<file path="src/rtl/main_mem_responder.sv">
// Main-memory responder: queues L2 fill/writeback requests and answers each
// one after a fixed latency, oldest first, with saturating traffic counters.
//
//  state  | meaning
//  -------+---------------------------------------------------------------
//  S_IDLE | nothing in flight; start timing as soon as the queue has work
//  S_WAIT | latency timer counting down for the queue head
//  S_RESP | head presented on resp_*, held until L2 accepts it
module main_mem_responder #(
    parameter int LATENCY    = 4,
    parameter int DEPTH      = 4,
    parameter int BLOCK_BITS = 6
) (
    input  logic        clk,
    input  logic        reset,
    input  logic        req_valid,
    output logic        req_ready,
    input  logic        req_op,
    input  logic [47:0] req_addr,
    output logic        resp_valid,
    input  logic        resp_ready,
    output logic        resp_op,
    output logic [47:0] resp_addr,
    output logic [11:0] mem_reads,
    output logic [11:0] mem_writes,
    output logic        busy
);

    localparam int          PW       = $clog2(DEPTH);
    localparam int          CW       = PW + 1;
    localparam logic [3:0]  LAT_M1   = 4'(LATENCY - 1);
    localparam logic [47:0] BLK_MASK = ~((48'd1 << BLOCK_BITS) - 48'd1);

    typedef enum logic [1:0] {S_IDLE, S_WAIT, S_RESP} state_t;

    state_t        state_q;
    logic [3:0]    lat_q;
    logic [11:0]   reads_q;
    logic [11:0]   writes_q;

    logic [PW-1:0] wr_ptr_q, wr_ptr_d;
    logic [PW-1:0] rd_ptr_q, rd_ptr_d;
    logic [CW-1:0] count_q, count_d;

    logic          op_mem   [DEPTH];
    logic [47:0]   addr_mem [DEPTH];

    logic          push;
    logic          pop;
    logic          head_op;
    logic [47:0]   head_addr;

    // No bypass: a full queue refuses even when the head pops this cycle.
    assign req_ready = (count_q < CW'(DEPTH));
    assign push      = req_valid && req_ready;
    assign pop       = (state_q == S_RESP) && resp_ready;
    assign head_op   = op_mem[rd_ptr_q];
    assign head_addr = addr_mem[rd_ptr_q];

    assign resp_valid = (state_q == S_RESP);
    assign resp_op    = resp_valid && head_op;
    assign resp_addr  = resp_valid ? head_addr : 48'd0;
    assign mem_reads  = reads_q;
    assign mem_writes = writes_q;
    assign busy       = (count_q != '0) || (state_q != S_IDLE);

    // Next queue pointers and occupancy; pointers wrap naturally at DEPTH.
    always_comb begin
        wr_ptr_d = push ? wr_ptr_q + PW'(1) : wr_ptr_q;
        rd_ptr_d = pop  ? rd_ptr_q + PW'(1) : rd_ptr_q;
        count_d  = count_q;
        if (push && !pop) begin
            count_d = count_q + CW'(1);
        end else if (!push && pop) begin
            count_d = count_q - CW'(1);
        end
    end

    // Queue storage; address is block-aligned on the way in.
    always_ff @(posedge clk) begin
        if (reset && push) begin
            op_mem[wr_ptr_q]   <= req_op;
            addr_mem[wr_ptr_q] <= req_addr & BLK_MASK;
        end
    end

    // Queue pointers and occupancy.
    always_ff @(posedge clk) begin
        if (!reset) begin
            wr_ptr_q <= '0;
            rd_ptr_q <= '0;
            count_q  <= '0;
        end else begin
            wr_ptr_q <= wr_ptr_d;
            rd_ptr_q <= rd_ptr_d;
            count_q  <= count_d;
        end
    end

    // Sequencer. The timer starts on the edge that makes work available
    // (a push into an idle queue, or the handshake that exposes the next
    // entry) so a response appears exactly LATENCY edges later.
    always_ff @(posedge clk) begin
        if (!reset) begin
            state_q  <= S_IDLE;
            lat_q    <= 4'd0;
            reads_q  <= 12'd0;
            writes_q <= 12'd0;
        end else begin
            case (state_q)
                S_IDLE: begin
                    if ((count_q != '0) || push) begin
                        state_q <= S_WAIT;
                        lat_q   <= LAT_M1;
                    end
                end
                S_WAIT: begin
                    if (lat_q == 4'd0) begin
                        state_q <= S_RESP;
                    end else begin
                        lat_q <= lat_q - 4'd1;
                    end
                end
                S_RESP: begin
                    if (resp_ready) begin
                        if (head_op) begin
                            if (writes_q != 12'hFFF) writes_q <= writes_q + 12'd1;
                        end else begin
                            if (reads_q != 12'hFFF) reads_q <= reads_q + 12'd1;
                        end
                        if ((count_q > CW'(1)) || push) begin
                            state_q <= S_WAIT;
                            lat_q   <= LAT_M1;
                        end else begin
                            state_q <= S_IDLE;
                        end
                    end
                end
                default: state_q <= S_IDLE;
            endcase
        end
    end

endmodule

</file>
<file path="config.mk">
export PLATFORM = sky130hd
export DESIGN_NAME = main_mem_responder
export DESIGN_NICKNAME = d
export VERILOG_FILES = /design/src/rtl/main_mem_responder.sv
export SDC_FILE = /design/constraint.sdc
export NUM_CORES = 1
export LEC_CHECK = 0
export BUFFER_PORTS_ARGS = -buffer_cell sky130_fd_sc_hd__buf_4
export CAP_MARGIN = 0
export CORE_ASPECT_RATIO = 2
export CORE_MARGIN = 2
export CORE_UTILIZATION = 57
export CTS_CLUSTER_SIZE = 24
export DETAILED_ROUTE_END_ITERATION = 8
export PLACE_DENSITY_LB_ADDON = 0.08
export REMOVE_ABC_BUFFERS = 1
export SETUP_SLACK_MARGIN = 0.05
export SYNTH_ARGS = -nofsm -noshare
export SYNTH_HDL_FRONTEND = slang
export SYNTH_SLANG_ARGS = --single-unit
</file>
<file path="constraint.sdc">
create_clock -name clk -period 3.2 [get_ports clk]
set_input_delay 0.48 -clock clk [delete_from_list [all_inputs] [get_ports clk]]
set_output_delay 0.48 -clock clk [all_outputs]
set_load 0.1 [all_outputs]
</file>
[Word-level counts from Yosys, hierarchy flattened]
Memories as Yosys holds them, arrays and structs flattened. A register that Yosys moved wholly into a read port is not among the register bits.
Index checks and enable logic that the tools add are counted.
W data, S select, Z words.
Cells by class
  reduce and logical (&&, ||, !) cells: 21
  bitwise gates (word level): 1
  mux-type cells: 19
  equality and inequality tests: 9
  add/sub/neg operators: 7
  $lt $le $gt $ge: 2
Operator list (number)
  $mux W48: 1
  $add A12 B1 Y12 const B: 2
  $ne A12 B12 Y1 const B: 2
  $mux W4: 4
  $mux W2: 7
  $pmux W4 S3: 1
  $reduce_and A4 Y1: 2
  $logic_and A1 B1 Y1: 6
  $mux W3: 2
  $ne A2 B2 Y1 const B: 3
  $pmux W2 S3: 1
  $reduce_bool A3 Y1: 2
  $reduce_and A5 Y1: 1
  $add A2 B1 Y2 const B: 2
  $logic_not A4 Y1: 1
  $ne A2 B1 Y1 const B: 2
  $reduce_bool A2 Y1: 2
  $sub A4 B1 Y4 const B: 1
  $add A3 B1 Y3 const B: 1
  $gt A3 B1 Y1 const B: 1
  $logic_or A1 B1 Y1: 3
  $lt A3 B3 Y1 const B: 1
  $mux W1: 3
  $reduce_and A3 Y1: 1
  other kinds (6): 7
Storage, ports and cells
  output and inout port bits: 76
  bits in writable memories: 172
  bits in registers: 37
  logic and storage cells: 68
  memories kept: 2
  bits of input ports: 53
Memories
  addr_mem: depth 4, bits a word 42, read ports 1, clocked after Yosys merged registers in 1, write ports 1, RTL line 46  | logic [47:0] addr_mem [DEPTH];
  op_mem: depth 4, bits a word 1, read ports 1, clocked after Yosys merged registers in 1, write ports 1, RTL line 45  | logic op_mem [DEPTH];

[Logic depth before layout (Yosys ltp)]
Gate-level depths: netlist of run 1.
  word-level depth: 6
  mapped depth: 10
  gate-level depth less buffers: 7

[Worst setup path after synthesis of run 1]
Ideal clock, no wire load.
  path type: reg2out
  from: register (tool-made name)
  to: output port resp_addr[10]
  path slack: 262 ps
  arrival time: 2458 ps
  cell stages (with the launch flop): 5
  path through: dfxtp_1 clkbuf_1 clkbuf_1 mux4_2 nor2b_1
RTL lines
  end, declared: RTL line 23  | output logic [47:0] resp_addr,

==> flow_summary.toml, run 1 <==
[outcome]
status = "finished clean"

[global_routing]
first_global_vias = 5139
overflow = 0
antenna_found_initial = 0
grtUsageMet2 = 0.399
gr-usage-met1 = 0.227
grt_usage = 0.208
grt_pass1_wl_um = 26000
grt_most_used_layer = "met2"
use_met3 = 0.0314
grt_max_degree = 30

[clock_tree]
clockRootBuffer = "clkbuf_16"
post_cts_buffers = 0
hold_buffers = 0
ctsLongestPathBuffers = 3
insertion_delay_ns = 0.48
cts_resized = 0
cts_tree = "done"
htreeDepth = 1
numCtsBuffers = 18
cts.sinks = 211
clk_pin_slew_ns = 0.07

[power]
p_switching_mw = 2.06
p_seq_frac = 0.455
p_per_area_nw_per_um2 = 683
ir_drop_mv = 0.656
pwr-share-clk = 0.342
internal_power_mw = 5.01
p_leak_nw = 3.57
comb_power_share = 0.203
switching_share = 0.292

[route]
first_pass_iters = 4
wl_um = 16700
drc_errors = 0
antenna_left = 0
routedWlPerCell_um = 19.8
drtIter0Drc = 208
viasPerCell = 5.82
vias = 4911

[setup_path]
critPathKind = "flip-flop to output port"
crit_chain = "buf_4 -> mux4_2 -> nor2b_1 -> buf_4"
crit_family = "buffers and inverters"
max_stage_delay_ns = 0.58
slowest_stage = "dfxtp_4"
timing.critical_path.buf_inv = 2
end_kind = "output port"
crit_required_ns = 2.72
arrival_ns = 2.38
cpMostUsedCell = "buf_4"
crit_path_start_kind = "flip-flop"
cp_max_fo = 18

[yosys]
avgSynthCellArea_um2 = 16.5
yosys-top-cells-area = "edfxtp_1, mux4_2, dfxtp_1, nor2b_1, ha_1"
synth_top_area_share = 0.602
async_flop_share = 0
yosys.area.top_type = "edfxtp_1"
ys_types = 44
synth-edff-count = 172
netlist_area_um2 = 8580
yosys_warnings = 0
synthFlopType = "edfxtp_1"
ys_seq_area_frac = 0.693
ys_ff_latch = 211
synth_cells = 519

[sta]
worstMarginPinSlew_ns = 1.00
hold_violations = 0
clock.fmax_ghz = 0.350
grt_setup_unrepaired = "no"
drv_slew = 0
fin_skew_ns = 0.0125
timing.max_slew.rel_slack = 0.332
fin_hold_ws_ns = 0.195
min_period_over_period = 0.894
final-setup-viol-count = 0
fin_crit_ns = 2.86

[floorplanning]
dieHeight_um = 178
rows = 63
coreArea_um2 = 14700
num_io_pins = 129
die_w_um = 90.8
initial_core_util = 0.582
dieArea_um2 = 16100

[layout]
finalNonFillerCells = 844
fin_nets = 703
nFillCells = 996
drive_above_1_share = 0.327
diodes = 0
final_cell_mix = "edfxtp_1, buf_4, nor2b_1"
final_common_cell = "edfxtp_1"
area_growth_pct = 20.6

[job]
cap_violations = 0

[placement]
detailed_place_hpwl_um = 10800
gp_congestion = 0.754
place_inst = 812
portBuffers = 116

[min_path]
hp-class = "input pin to flip-flop"
cell families (layout without fill, tap and decap cells):
group                    count (synthesis)  count (layout)  share of synthesized area
other                                    1               6                   0.000437
AND/OR/NAND/NOR                        137             137                     0.0942
multiplexers                            47              47                      0.118
adder cells (fa/ha/maj)                 13              13                     0.0190
buffers and inverters                   47             172                     0.0257
flip-flops                             211             211                      0.693
XOR/XNOR                                 7               7                    0.00715
AO/OA/AOI/OAI                           56              56                     0.0430
flip-flops by register name, indices dropped and copies added (netlist names), named ones only:
register,flops
count_q,3
mem_writes,12
state_q,2
mem_reads,12
wr_ptr_q,2
addr_mem,168
op_mem,4
lat_q,4
rd_ptr_q,2
power by group through the flow:
stage | Clock (mW) | Combinational, mW | Sequential [mW]
after detailed placement | 0 | 1.44 | 3.28
final | 2.42 | 1.43 | 3.22
after global placement | 0 | 1.40 | 3.27
after global routing | 2.55 | 1.52 | 3.24
after floorplan | 0 | 1.06 | 3.29
after CTS | 2.47 | 1.44 | 3.22
layer usage:
layer  part of all wire  wire, µm  vias to the layer above
li1                   -         -                     2249
met1               0.36      6110                     2483
met2               0.55      9280                      141
met3              0.047       793                       38
met4              0.033       550                        0
met5                  0         0                        -
cells in the mapped netlist (all sizes together) (5+ instances only):
| cell type | number |
|---|---|
| nor4 | 5 |
| or4 | 12 |
| a21oi | 21 |
| buf | 13 |
| edfxtp | 172 |
| nor2 | 11 |
| nand2 | 13 |
| o21ai | 6 |
| dfxtp | 39 |
| xor2 | 5 |
| nor2b | 45 |
| mux4 | 43 |
| clkbuf | 22 |
| o31ai | 13 |
| inv | 12 |
| ha | 13 |
| nand3 | 13 |
| nand4 | 7 |
| and3 | 7 |
| nand2b | 5 |
stage by stage:
| step | utilization | total power [mW] | setup TNS (ns) | setup slack, ns | instance area [µm²] |
|---|---|---|---|---|---|
| 3_3_place_gp | 0.657 | 4.67 | 0 | 0.775 | 9680 |
| 5_1_grt | 0.702 | 7.30 | 0 | 0.159 | 10300 |
| 3_5_place_dp | 0.657 | 4.72 | 0 | 0.718 | 9680 |
| 4_1_cts | 0.702 | 7.13 | 0 | 0.268 | 10300 |
| 2_1_floorplan | - | 4.35 | -47.81 | -1.07 | 8420 |
| 6_report | 0.702 | 7.07 | 0 | 0.340 | 10300 |
worst paths after layout:
check | from | endpoint | slack [ns] | depth (start not counted)
worst min register to register | mem_writes[9] | mem_writes[9] | 0.50 | 2
worst min-delay path | req_addr[24] | addr_mem[2][18] | 0.19 | 1
worst max-delay path | flip-flop | resp_addr[33] | 0.34 | 4
worst max register to register | flip-flop | mem_reads[6] | 0.71 | 4
cell type report:
class                      count  area (µm²)  area share
inverter                      12        45.0     0.00435
tap                          195         244      0.0236
sequential                   211        5950       0.575
clock inverter                11         173      0.0167
timing repair buffer         128         998      0.0965
multi-input combinational    266        2440       0.236
clock buffer                  21         493      0.0477
Power figures use the tool's default switching activity.
==> inputs of run 2 (changes only) <==
--- a/config.mk
+++ b/config.mk
@@ -5,7 +5,7 @@
 export SDC_FILE = /design/constraint.sdc
 export NUM_CORES = 1
 export LEC_CHECK = 0
-export BUFFER_PORTS_ARGS = -buffer_cell sky130_fd_sc_hd__buf_4
+export BUFFER_PORTS_ARGS = -buffer_cell sky130_fd_sc_hd__clkbuf_2
 export CAP_MARGIN = 0
 export CORE_ASPECT_RATIO = 2
 export CORE_MARGIN = 2
==> run 2 against run 1 <==
Net effect: sequential share of layout area is 1.7 points higher; via count is 0.67% lower; final cell count is 0.47% lower; global-route usage is 0.66 points lower; clock power is 3% lower; worst hold slack better by 0.025 ns; total power is 1.8% lower; wire length is 2.3% lower; flip-flop and latch count stayed put; non-clock buffer count is 4 lower; worst setup slack worse by 0.070 ns; final area is 2.8% lower.
==> flow_summary.toml, run 2 (synthesis gave the netlist of run 1 again) <==
[min_path]
hp-start = "req_addr[29]"
hp-class = "input pin to flip-flop"

[clock_tree]
clockRootBuffer = "clkbuf_16"
ctsLongestPathBuffers = 3
cts.sinks = 211
clk_pin_slew_ns = 0.07
post_cts_buffers = 0
insertion_delay_ns = 0.48
cts_tree = "done"
htreeDepth = 1
cts_resized = 0
numCtsBuffers = 18
hold_buffers = 0

[route]
drtIter0Drc = 216
first_pass_iters = 4
antenna_left = 0
drc_errors = 0
viasPerCell = 5.81
vias = 4878
wl_um = 16300
routedWlPerCell_um = 19.5

[setup_path]
crit_required_ns = 2.72
critPathKind = "flip-flop to output port"
end_kind = "output port"
arrival_ns = 2.45
cp_max_fo = 25
crit_path_start_kind = "flip-flop"

[power]
p_leak_nw = 3.47
p_per_area_nw_per_um2 = 690
p_seq_frac = 0.464
internal_power_mw = 4.94
comb_power_share = 0.197
p_switching_mw = 2.00
switching_share = 0.288
ir_drop_mv = 0.605
pwr-share-clk = 0.338

[layout]
area_growth_pct = 17.2
final_cell_mix = "edfxtp_1, clkbuf_2, nor2b_1"
nFillCells = 1007
largest_register = "addr_mem"
final_common_cell = "edfxtp_1"
finalNonFillerCells = 840
fin_nets = 699
largest_reg_flops = 168
drive_above_1_share = 0.315

[sta]
clock.fmax_ghz = 0.341
fin_skew_ns = 0.00837
fin_hold_ws_ns = 0.220
hold_violations = 0
worstMarginPinSlew_ns = 1.00
timing.max_slew.rel_slack = 0.330
final-setup-viol-count = 0
min_period_over_period = 0.916
fin_crit_ns = 2.93
grt_setup_unrepaired = "no"
drv_slew = 0
fin_tns_setup_ns = 0

[placement]
place_inst = 808
portBuffers = 116
gp_congestion = 0.795
detailed_place_hpwl_um = 10300

[global_routing]
grt_usage = 0.201
first_global_vias = 4991
grt_pass1_wl_um = 25300
overflow = 0
grt_max_degree = 35
antenna_found_initial = 1

[floorplanning]
die_w_um = 90.8
rows = 63
num_io_pins = 129
dieArea_um2 = 16100
initial_core_util = 0.582
dieHeight_um = 178
coreArea_um2 = 14700

[job]
cap_violations = 0

[outcome]
status = "finished clean"
-- run 2: final cells by class --
cell class                      count  area [µm²]  area share
Antenna cell                        1        2.50    0.000249
Sequential cell                   211        5950       0.592
Timing Repair Buffer              124         728      0.0725
Inverter                           12        45.0     0.00448
Tap cell                          195         244      0.0243
Clock inverter                      6         133      0.0132
Multi-Input combinational cell    266        2440       0.243
Clock buffer                       25         508      0.0505
-- run 2: worst max-delay path, cell delays in order, from the launching register on --
cell      delay [ns]
dfxtp_4         0.61
buf_12          0.29
mux4_2          0.52
nor2b_1         0.16
clkbuf_2        0.37
-- run 2: power by group through the flow --
stage	Sequential (mW)	Clock, mW	Combinational, mW
after floorplan	3.29	0	1.06
after global placement	3.27	0	1.34
after detailed placement	3.28	0	1.38
after CTS	3.22	2.41	1.39
after global routing	3.24	2.49	1.45
final	3.22	2.35	1.37
-- run 2: worst paths after layout --
| path | end | slack (ns) | cells past startpoint |
|---|---|---|---|
| min reg2reg | mem_writes[9] | 0.49 | 2 |
| min | addr_mem[3][23] | 0.22 | 1 |
| max reg2reg | mem_reads[9] | 0.69 | 4 |
| max | resp_addr[26] | 0.27 | 4 |
-- run 2: per-stage QoR --
step | setup slack, ns | power (mW) | cell area, µm² | util
floorplan | -1.07 | 4.35 | 8420 | -
global placement | 0.710 | 4.61 | 9410 | 0.638
detailed placement | 0.677 | 4.66 | 9410 | 0.638
CTS | 0.192 | 7.02 | 10000 | 0.682
global route | 0.114 | 7.18 | 10100 | 0.682
finish | 0.270 | 6.94 | 10100 | 0.682
-- run 2: routing by layer --
metal | part of all wire | track usage | vias up
li1 | - | - | 2251
met1 | 0.38 | 0.237 | 2463
met2 | 0.55 | 0.375 | 138
met3 | 0.049 | 0.0327 | 26
met4 | 0.023 | 0.0628 | 0
met5 | 0 | 0 | -
==> inputs of run 3 (changes only) <==
==> constraint.sdc (replaced) <==
create_clock -name clk -period 3.2 [get_ports clk]
set_input_delay 0.64 -clock clk [delete_from_list [all_inputs] [get_ports clk]]
set_output_delay 0.64 -clock clk [all_outputs]
set_load 0.1 [all_outputs]
==> run 3 against run 2 <==
Net effect: fmax decreased by 2.6%; clock skew is 0.0041 ns higher; sequential power about the same; critical path type unchanged; critical endpoint is now resp_addr[45]; largest power group unchanged.
==> flow_summary.toml, run 3 (synthesis gave the netlist of run 1 again) <==
[clock_tree]
numCtsBuffers = 18
htreeDepth = 1
post_cts_buffers = 0
ctsLongestPathBuffers = 3
insertion_delay_ns = 0.47
cts_tree = "done"
clk_pin_slew_ns = 0.07
cts.sinks = 211
clockRootBuffer = "clkbuf_16"

[global_routing]
overflow = 0
grtUsageMet2 = 0.404
use_met3 = 0.0293
grt_usage = 0.211
antenna_found_initial = 0
gr-usage-met1 = 0.242
grt_most_used_layer = "met2"
grt_pass1_wl_um = 26500
first_global_vias = 5103
grt_max_degree = 44

[layout]
nFillCells = 1046
largest_register = "addr_mem"
largest_reg_flops = 168
final_cell_mix = "edfxtp_1, clkbuf_2, nor2b_1"
area_growth_pct = 16.7
final_common_cell = "edfxtp_1"
finalNonFillerCells = 847
drive_above_1_share = 0.327
diodes = 0
fin_nets = 707

[power]
total_power_mw = 6.74
pwr-share-clk = 0.317
p_seq_frac = 0.477
p_per_area_nw_per_um2 = 673
p_leak_nw = 3.47
ir_drop_mv = 0.685
p_switching_mw = 2.02
switching_share = 0.299
comb_power_share = 0.205
internal_power_mw = 4.73

[setup_path]
arrival_ns = 2.37
cp_max_fo = 17
max_stage_delay_ns = 0.58
rrSetupSlack_ns = 0.75
crit_required_ns = 2.56
crit_chain = "buf_4 -> mux4_2 -> nor2b_1 -> clkbuf_2"
slowest_stage = "dfxtp_4"
end_kind = "output port"
critPathKind = "flip-flop to output port"
crit_family = "buffers and inverters"
rr_endpoint = "mem_reads[8]"
ff2ff_path_depth = 4
timing.critical_path.buf_inv = 2
crit_path_start_kind = "flip-flop"

[sta]
grt_setup_unrepaired = "no"
hold_violations = 0
timing.max_slew.rel_slack = 0.341
fin_hold_ws_ns = 0.382
final-setup-viol-count = 0
worstMarginPinSlew_ns = 0.988
clock.fmax_ghz = 0.332
fin_crit_ns = 3.01
drv_slew = 0
fin_skew_ns = 0.0125
min_period_over_period = 0.940

[route]
vias = 4843
drc_errors = 0
first_pass_iters = 4
routedWlPerCell_um = 19.8
wl_um = 16800
drtIter0Drc = 283
antenna_left = 0
viasPerCell = 5.72

[placement]
detailed_place_hpwl_um = 11200
gp_congestion = 0.785
portBuffers = 116
place_inst = 816

[job]
cap_violations = 0

[min_path]
min_to = "addr_mem[3][29]"
hold_depth = 1
hp-class = "input pin to flip-flop"
hp-start = "req_addr[35]"

[floorplanning]
num_io_pins = 129
dieArea_um2 = 16100
dieHeight_um = 178
initial_core_util = 0.582
rows = 63
die_w_um = 90.8
coreArea_um2 = 14700

[outcome]
status = "finished clean"
==> run 3: cell count changes in the layout (fill, tap and decap cells not counted), moves of 2 or more <==
cell | before | now
buf_4 | 1 | 12
buf_2 | 0 | 2
bufinv_16 | 4 | 1
clkbuf_1 | 5 | 3
buf_12 | 7 | 4
clkbuf_2 | 116 | 114
==> run 3: power by group through the flow <==
stage	clock, mW	sequential [mW]	combinational, mW
floorplan	0	3.29	1.06
global placement	0	3.27	1.35
detailed placement	0	3.28	1.39
CTS	2.19	3.22	1.40
global route	2.29	3.24	1.47
finish	2.14	3.22	1.38
==> run 3: worst register-to-register path, delay by kind of cell (launching register included) <==
family	cells	cell delay [ns]
AOI/OAI and AO/OA	2	0.59
DFF	1	0.58
muxes	1	0.64
and+or+nand+nor	1	0.56
==> run 3: layout make-up <==
cell class | count | area [µm²] | area share
clock inverters | 7 | 68.8 | 0.00687
inverters | 12 | 45.0 | 0.00450
well taps | 195 | 244 | 0.0244
repair buffers | 132 | 751 | 0.0750
clock buffers | 24 | 514 | 0.0514
flip-flops and latches | 211 | 5950 | 0.594
multi-input cells | 266 | 2440 | 0.244
==> run 3: worst max path at each step <==
stage / start / to / slack (ns) / depth (start not counted)
floorplan: flip-flop / resp_op / -1.23 / 2
global placement: flip-flop / resp_addr[17] / 0.63 / 4
detailed placement: flip-flop / resp_addr[17] / 0.61 / 4
CTS: flip-flop / resp_addr[17] / 0.11 / 4
global route: flip-flop / resp_addr[26] / 0.06 / 4
finish: flip-flop / resp_addr[45] / 0.19 / 4
==> run 3: repair_timing <==
item,in CTS,in global routing
resized for setup,0,2
hold buffers,0,0
endpoints found under the setup margin,0,2
==> run 3: routing by layer <==
metal  vias to the layer above  share of wire
li1                       2260              -
met1                      2431           0.36
met2                       126           0.57
met3                        26          0.041
met4                         0          0.023
met5                         -              0
==> run 3: stage by stage <==
stage	setup TNS (ns)	setup slack [ns]	area [µm²]	utilization
floorplan	-54.69	-1.23	8420	-
global placement	0	0.627	9430	0.640
detailed placement	0	0.608	9430	0.640
CTS	0	0.105	10000	0.679
global route	0	0.0558	10000	0.679
finish	0	0.192	10000	0.679
